$ cat config.mk
export PLATFORM = sky130hd
export DESIGN_NAME = sram_fifo_axis_reader
export DESIGN_NICKNAME = d
export VERILOG_FILES = /design/src/rtl/sram_fifo_axis_reader.sv
export SDC_FILE = /design/constraint.sdc
export NUM_CORES = 2
export LEC_CHECK = 0
export BUFFER_PORTS_ARGS = -buffer_cell sky130_fd_sc_hd__buf_2
export CAP_MARGIN = 20
export CORE_UTILIZATION = 31
export DETAILED_ROUTE_END_ITERATION = 10
export HOLD_SLACK_MARGIN = 0.06
export REMOVE_ABC_BUFFERS = 1
export SYNTH_ARGS = -nofsm -noshare
export SYNTH_HDL_FRONTEND = slang
export SYNTH_MEMORY_MAX_BITS = 65536
export SYNTH_SLANG_ARGS = --single-unit
$ cat constraint.sdc
create_clock -name axi_aclk -period 22.9 [get_ports axi_aclk]
set_input_delay 0 -clock axi_aclk [delete_from_list [all_inputs] [get_ports axi_aclk]]
set_output_delay 0 -clock axi_aclk [all_outputs]
set_load 0.1 [all_outputs]
$ cat src/rtl/sram_fifo_axis_reader.sv
// Read-side egress of the SRAM packet FIFO: round-robin packet fetch from FifoMem
// under a credit limit, buffered in a FWFT output FIFO and replayed as AXI4-Stream.
module sram_fifo_axis_reader #(
    parameter int TDATA_WIDTH         = 32,
    parameter int TUSER_WIDTH         = 128,
    parameter int NUM_QUEUES          = 4,
    parameter int QUEUE_ID_WIDTH      = 2,
    parameter int OUT_FIFO_DEPTH_BITS = 4
) (
    input  logic                        axi_aclk,
    input  logic                        axi_resetn,
    output logic [QUEUE_ID_WIDTH-1:0]   read_queue_id,
    output logic                        read_data_ready,
    input  logic                        read_burst_state,
    input  logic [NUM_QUEUES-1:0]       read_empty,
    input  logic [8*TDATA_WIDTH+8:0]    read_data,
    input  logic                        read_data_valid,
    input  logic [QUEUE_ID_WIDTH-1:0]   read_data_queue_id,
    output logic [8*TDATA_WIDTH-1:0]    m_axis_tdata,
    output logic [TDATA_WIDTH-1:0]      m_axis_tkeep,
    output logic [TUSER_WIDTH-1:0]      m_axis_tuser,
    output logic                        m_axis_tvalid,
    input  logic                        m_axis_tready,
    output logic                        m_axis_tlast,
    output logic [31:0]                 pkt_count,
    output logic [15:0]                 qid_err_count
);

    localparam int DW    = 8 * TDATA_WIDTH;
    localparam int WW    = DW + 9;
    localparam int EW    = WW + QUEUE_ID_WIDTH;
    localparam int DEPTH = 1 << OUT_FIFO_DEPTH_BITS;
    localparam int CW    = OUT_FIFO_DEPTH_BITS + 1;

    typedef enum logic [1:0] {IDLE, FETCH, DRAIN} state_t;

    state_t                         state_q;
    logic [QUEUE_ID_WIDTH-1:0]      cur_q_q, rr_ptr_q;
    logic                           last_seen_q;
    logic [CW-1:0]                  outstanding_q, outstanding_d;
    logic [CW-1:0]                  fifo_count_q, fifo_count_d;
    logic [OUT_FIFO_DEPTH_BITS-1:0] wr_ptr_q, rd_ptr_q;
    logic [EW-1:0]                  mem_q [DEPTH];
    logic [31:0]                    pkt_count_q;
    logic [15:0]                    qid_err_q;

    logic                           found;
    logic [QUEUE_ID_WIDTH-1:0]      pick, cand, rr_next;
    logic [CW:0]                    in_use;
    logic                           credit_ok, accept, push, pop, word_last;
    logic [EW-1:0]                  head;
    logic [7:0]                     head_cnt;
    logic [QUEUE_ID_WIDTH-1:0]      head_q;

    assign word_last       = read_data[DW+8];
    assign in_use          = {1'b0, fifo_count_q} + {1'b0, outstanding_q};
    assign credit_ok       = in_use < (CW+1)'(DEPTH);
    assign read_queue_id   = cur_q_q;
    assign read_data_ready = (state_q == FETCH) && credit_ok && !read_empty[cur_q_q];
    assign accept          = read_data_ready && !read_burst_state && !read_empty[read_queue_id];
    assign rr_next         = (int'(cur_q_q) == NUM_QUEUES - 1) ? '0 : cur_q_q + 1'b1;

    assign head          = mem_q[rd_ptr_q];
    assign head_cnt      = head[DW+7:DW];
    assign head_q        = head[EW-1:WW];
    assign m_axis_tvalid = (fifo_count_q != '0);
    assign pop           = m_axis_tvalid && m_axis_tready;
    assign push          = read_data_valid && ((fifo_count_q != CW'(DEPTH)) || pop);
    assign pkt_count     = pkt_count_q;
    assign qid_err_count = qid_err_q;

    // First non-empty queue at or after the round-robin pointer.
    always_comb begin
        found = 1'b0;
        pick  = '0;
        cand  = '0;
        for (int i = 0; i < NUM_QUEUES; i++) begin
            cand = QUEUE_ID_WIDTH'((int'(rr_ptr_q) + i) % NUM_QUEUES);
            if (!found && !read_empty[cand]) begin
                found = 1'b1;
                pick  = cand;
            end
        end
    end

    always_comb begin
        m_axis_tdata = '0;
        m_axis_tkeep = '0;
        m_axis_tuser = '0;
        m_axis_tlast = 1'b0;
        if (m_axis_tvalid) begin
            m_axis_tdata = head[DW-1:0];
            m_axis_tlast = head[DW+8];
            for (int b = 0; b < TDATA_WIDTH; b++) begin
                m_axis_tkeep[b] = (int'(head_cnt) > b);
            end
            if (head_cnt == 8'd0 || int'(head_cnt) > TDATA_WIDTH) begin
                m_axis_tkeep = '1;
            end
            for (int b = 0; b < 8; b++) begin
                m_axis_tuser[24+b] = (2 * int'(head_q) == b);
            end
        end
    end

    always_comb begin
        fifo_count_d = fifo_count_q;
        if (push && !pop) fifo_count_d = fifo_count_q + 1'b1;
        else if (!push && pop) fifo_count_d = fifo_count_q - 1'b1;

        outstanding_d = outstanding_q;
        if (accept && !read_data_valid) outstanding_d = outstanding_q + 1'b1;
        else if (!accept && read_data_valid && outstanding_q != '0) outstanding_d = outstanding_q - 1'b1;
    end

    // Storage carries the queue that was current when the word arrived, so tuser
    // stays correct even after the scheduler has moved on to another queue.
    always_ff @(posedge axi_aclk) begin
        if (push) mem_q[wr_ptr_q] <= {cur_q_q, read_data};
    end

    always_ff @(posedge axi_aclk or negedge axi_resetn) begin
        if (!axi_resetn) begin
            outstanding_q <= '0;
            fifo_count_q  <= '0;
            wr_ptr_q      <= '0;
            rd_ptr_q      <= '0;
            pkt_count_q   <= '0;
            qid_err_q     <= '0;
        end else begin
            outstanding_q <= outstanding_d;
            fifo_count_q  <= fifo_count_d;
            if (push) wr_ptr_q <= wr_ptr_q + 1'b1;
            if (pop) rd_ptr_q <= rd_ptr_q + 1'b1;
            if (pop && head[DW+8]) pkt_count_q <= pkt_count_q + 1'b1;
            if (read_data_valid && read_data_queue_id != cur_q_q && qid_err_q != 16'hFFFF) begin
                qid_err_q <= qid_err_q + 1'b1;
            end
        end
    end

    // A queue is only released once the last returned word closed a packet;
    // over-fetched words belonging to the next packet send us back to FETCH.
    always_ff @(posedge axi_aclk or negedge axi_resetn) begin
        if (!axi_resetn) begin
            state_q     <= IDLE;
            cur_q_q     <= '0;
            rr_ptr_q    <= '0;
            last_seen_q <= 1'b0;
        end else begin
            case (state_q)
                IDLE: begin
                    if (found) begin
                        cur_q_q <= pick;
                        state_q <= FETCH;
                    end
                end
                FETCH: begin
                    if (read_data_valid) begin
                        last_seen_q <= word_last;
                        if (word_last) state_q <= DRAIN;
                    end
                end
                DRAIN: begin
                    if (read_data_valid) last_seen_q <= word_last;
                    if (outstanding_q == '0) begin
                        if (last_seen_q) begin
                            rr_ptr_q <= rr_next;
                            state_q  <= IDLE;
                        end else begin
                            state_q <= FETCH;
                        end
                    end
                end
                default: state_q <= IDLE;
            endcase
        end
    end

endmodule

* Word level (Yosys, flattened, before mapping)
Memory sizes are Yosys's and may differ from the RTL's.
Index checks and enable logic that the tools add are counted.
** Word-level totals
- Memories :: 1
- Memory bits (writable) :: 4272
- Register bits :: 73
- Input bits :: 276
** Cells by class
- $add $sub $neg :: 13
- Equal/unequal tests :: 13
- Muxes and demuxes :: 36
- Reduce and logical (&&, ||, !) cells :: 43
- Order comparisons :: 39
** Memories
- mem_q :: depth 16, bits a word 267, read ports 1, clocked after Yosys merged registers in 0, wr ports 1, RTL line 43 : logic [EW-1:0] mem_q [DEPTH];
** Operators by type and width (number)
- $mux 256 :: 1
- $gt 8x5->1 const B :: 16
- $gt 8x4->1 const B :: 8
- $mux 32 :: 2
- $add 32x1->32 const B :: 1
- $gt 8x3->1 const B :: 4
- $logic_not 32->1 :: 1
- $mux 5 :: 4
- $mux 2 :: 9
- $logic_and 1x1->1 :: 17
- $add 16x1->16 const B :: 1
- $gt 8x1->1 const B :: 2
- $gt 8x2->1 const B :: 2
- $ne 16x16->1 const B :: 1
- $lt 2x3->1 const B :: 5
- $mux 1 :: 13
- $logic_not 1->1 :: 11
- $add 5x1->5 const B :: 2
- $bmux 1 s2 :: 5
- $reduce_bool 5->1 :: 2
- $sub 5x1->5 const B :: 2
- $add 4x1->4 const B :: 2
- $gt 8x6->1 const B :: 1
- $logic_not 8->1 :: 1
- other kinds (19) :: 31

* Depth between registers and ports, before layout
- Word-level depth :: 14
- Depth in mapped cells :: 12

* Worst setup path before layout
Ideal clock, no wire load.
- Path kind :: reg2reg
- From :: register fifo_count_q[0]
- To :: memory mem_q[3][0] in the netlist's numbering (enable)
- Path slack :: 2.599 ns
- Arrival time :: 19.079 ns
- Data required time :: 21.679 ns
- Cell stages (with the launch flop) :: 6
- Cells stage by stage :: dfrtp_1 or4_1 o31a_1 clkbuf_1 nand2_1 nor3_1
** Between the ends
- Word-level cells in the longest chain between the ends :: 6
** RTL lines
- from (decl) :: RTL line 41 : logic [CW-1:0] fifo_count_q, fifo_count_d;
- from (signal assigned) :: RTL line 132 : fifo_count_q <= fifo_count_d;
- $reduce_bool 5->1 :: RTL line 66 : assign m_axis_tvalid = (fifo_count_q != '0);
- $logic_and 1x1->1 :: RTL line 67 : assign pop = m_axis_tvalid && m_axis_tready;
- $logic_or 1x1->1 * :: RTL line 68 : assign push = read_data_valid && ((fifo_count_q != CW'(DEPTH)) || pop);
- $logic_and 1x1->1 * :: RTL line 68
- named net push :: RTL line 50 : logic credit_ok, accept, push, pop, word_last;
- $mux 1 * :: RTL line 119 : if (push) mem_q[wr_ptr_q] <= {cur_q_q, read_data};
- $mux 1 (not written as such) * :: RTL line 119
- to (decl) :: RTL line 43
Mark *: on every way through the listed nets, which the timed path passes. The rest lies on a longest branch.

* Worst setup path in the final report
- From :: register rd_ptr_q[1]
- To :: output m_axis_tdata[116]
** Between the ends
- Word-level cells in the longest chain between the ends :: 2
** RTL lines
- from (decl) :: RTL line 42 : logic [OUT_FIFO_DEPTH_BITS-1:0] wr_ptr_q, rd_ptr_q;
- from (signal assigned) :: RTL line 134 : if (pop) rd_ptr_q <= rd_ptr_q + 1'b1;
- $mem_v2 16x267
- $mux 256 :: RTL line 91 : if (m_axis_tvalid) begin
- to (decl) :: RTL line 19 : output logic [8*TDATA_WIDTH-1:0] m_axis_tdata,
No other way between the ends.

==> out/results.ini <==
[cells_and_area]
final_layout_size_suffix_gt1_share_pct=32.05
growth_of_design_area_from_synthesis_to_finish_pct=18.95
most_common_library_cell_in_the_layout_ignoring_fill_and_taps=edfxtp_1
design.final.nets=8592
fillers=48070
final_cell_mix=edfxtp_1, mux4_2, buf_2
final_util_pct=37.02

[route]
drt_pre_antenna_iters=11
met2_wirelength_um=201800
dr_total_vias=78180
antenna_violating_nets_post_route=0
routedWlPerCell_um=25.84
drcViolationCount=168
detailedRoute.firstIterationViolations=7716
highest_signal_layer_in_the_routed_design=met5
dr_wl_met3_um=29090
wl_met1_um=170500
via_per_inst=4.924
wl_final_um=410300

[sta]
number_of_failing_setup_endpoints_in_the_final_timing_report=0
tightestPinTransition_ns=1.213
max_slew_margin_pct=19.14
report.final.slew_viol_count=0
timing_hold_violations_final=0
worst_clock_skew_ns=0.08797
fin_crit_sh_pct=36.72
maximum_clock_frequency_mhz=118.9
timing.final.crit_period_ns=8.408
rsz0062_at_grt=false

[flow_run]
max_cap_viol_count=0

[setup_path]
r2r_cells=9
critPathCapture=m_axis_tdata[116]
setup.worst_path.start=rd_ptr_q[1]
count_of_buffer_and_inverter_cells_on_the_critical_path=7
worst_path_max_delay_cell=buf_4
critPathRequiredTime_ns=22.90
rr_endpoint=mem_q[11][195]
timing.critical_path.max_delay_family=buffers and inverters
start_kind=flip-flop
crit_cells=10
crit_top_cell=buf_4
crit_path_end_kind=output pin
cp.arrival_ns=8.41
worstSetupPathType=reg -> out
crit-reg2reg-launch=fifo_count_q[0]
worst-path-max-fanout=72
cp_slowest_stage_delay_ns=0.92
worstPathCellList=buf_4 -> buf_4 -> buf_4 -> buf_4 -> buf_4 -> buf_4 -> mux4_2 -> mux4_2 -> and2_1 -> buf_2
reg2reg_slack_ns=17.16

[synthesis]
ys_warn_count=0
synth_area_leaders=edfxtp_1, mux4_2, dfrtp_1
number_of_enable_type_register_cells_in_the_synthesized_netlist=4272
synth.cell_area_um2=167100
most_used_dff_post_synth=edfxtp_1
synth_seq_cells=4345
synth_sequential_area_ratio_pct=77.87
postSynth.asyncResetShare_pct=1.680
synthDominantAreaCellType=edfxtp_1
synthesis.instances=6846
count_of_different_cell_masters_after_synthesis=73
avgSynthCellArea_um2=24.41
synth.top_cell.area_share_pct=76.78

[pwr]
p_int_mw=17.08
power.switching_mw=11.47
power_per_cell_area_nw_per_um2=143.6
share_clk_of_total_power_pct=25.0
power.share.switching_pct=40.17
static-leakage-power_nw=62.87
sequentialPowerShare_pct=34.4
design_power_total_mw=28.55
peakVddDrop_mv=0.1781
combinationalPowerShare_pct=40.5

[clocking]
cts_buffer_depth=4
worst_skew_pair.late_latency_ns=1.04
tritoncts_num_sinks=4345
postCtsResizedCells=0
cts_tree=done
cts_made_buffers=444
clkTransAtPathRegs_ns=0.06
clockRootBuffer=clkbuf_16
clock_tree.htree_level_count=5
cts_hold_repair.buffers=555
post-cts-setup-buffers=0

[worst_hold_path]
hold_depth=2
worst_hold_path_type=in -> reg

[status]
failed_checks=DRC
outcome=complete, but fails checks

[global_routing]
grt_first_pass_wirelength_um=588700
grt_pass1_vias=81860
global_route.usage.total_pct=14.71
initial_antenna_violation_count=81
maximum_number_of_pins_on_one_net_before_global_route_repair=144
total_congestion_overflow=0

[floorplan]
die_height_um=736.2
die_width_um=736.2
design.die.area_um2=541900
initial_core_util_pct=31.12
io_pins=745
core.rowCount=269
core_um2=536800

[placed_design]
dp.final_hpwl_um=214500
port_buffers=620
globalplace.congestion=0.7435

[flip-flops by register name, summed over array words and instances, names as in the netlist]
signal	count
wr_ptr_q	4
state_q	2
last_seen_q	1
outstanding_q	5
pkt_count	32
qid_err_count	16
mem_q	4272
rr_ptr_q	2
fifo_count_q	5
read_queue_id	2
rd_ptr_q	4
[through the flow]
stage / hold slack (ns) / worst slack [ns] / std cells / TNS (ns) / instance area (um^2)
final: 0.1281 / 14.49 / 15880 / 0 / 198800
after global routing: 0.1022 / 14.22 / 15850 / 0 / 198700
after CTS: 0.06182 / 14.44 / 15850 / 0 / 198600
after detailed placement: 0.2973 / 15.63 / 14470 / 0 / 178600
after global placement: 0.2696 / 15.76 / 14470 / 0 / 178600
after floorplan: -0.2956 / -22.31 / 6499 / -6548.40 / 164900
[kinds of logic after synthesis]
kind of cell | count (synthesis) | share of synthesized area (%)
flip-flops | 4345 | 77.87
multiplexers | 1348 | 17.91
buffers and inverters | 486 | 1.615
AND/OR/NAND/NOR | 482 | 1.671
AO/OA/AOI/OAI | 95 | 0.3976
XOR/XNOR | 63 | 0.3302
adder cells (fa/ha/maj) | 26 | 0.2037
other | 1 | 0.002244
[per-layer routing]
metal  global-route usage (%)  up-vias
met1                    19.93    42430
li1                         -    32110
met3                    2.895      633
met5                        0        -
met4                    3.191       42
met2                    24.61     2964
[how the worst min path moves through the flow]
stage               startpoint               end  slack, ns
5_1_grt          read_data[73]     mem_q[10][73]       0.10
2_1_floorplan       axi_resetn   fifo_count_q[0]      -0.30
3_5_place_dp        axi_resetn  read_queue_id[0]       0.30
4_1_cts        read_data_valid  outstanding_q[1]       0.06
6_report        read_data[147]    mem_q[13][147]       0.13
3_3_place_gp        axi_resetn  read_queue_id[0]       0.27
[layout make-up]
cell class	count	area, um^2	share of cell area, %
Inverter	16	67.56	0.03399
Antenna cell	32	80.08	0.04029
Sequential cell	4345	130100	65.47
Tap cell	7181	8985	4.521
Clock buffer	528	11440	5.754
Multi-Input combinational cell	2138	34860	17.54
Timing Repair Buffer	1345	10180	5.122
Clock inverter	293	3022	1.520
[cell usage after synthesis (8+ instances only)]
library cell and instances:
nand3_1 17, ha_1 24, mux2i_1 21, and4_1 8
a22oi_1 10, a21oi_1 29, clkbuf_1 121, mux2_2 15
and3_1 9, buf_2 120, dfrtp_1 73, o21ai_0 9
nor3_1 17, xor2_1 21, buf_4 160, nand4_1 21
inv_1 15, edfxtp_1 4272, buf_6 15, and2_1 261
xnor2_1 42, nor2_1 52, nand2_1 54, mux4_2 1309
buf_1 53
[power groups by stage]
stage / Clock, mW / Combinational (mW) / Sequential [mW]
6_report: 7.15 / 11.6 / 9.83
5_1_grt: 7.59 / 12.1 / 9.89
4_1_cts: 7.30 / 11.7 / 9.84
3_5_place_dp: 0 / 11.6 / 10.0
3_3_place_gp: 0 / 11.5 / 9.96
2_1_floorplan: 0 / 12.9 / 11.0
Note: power is estimated with default switching activity, not from simulation.
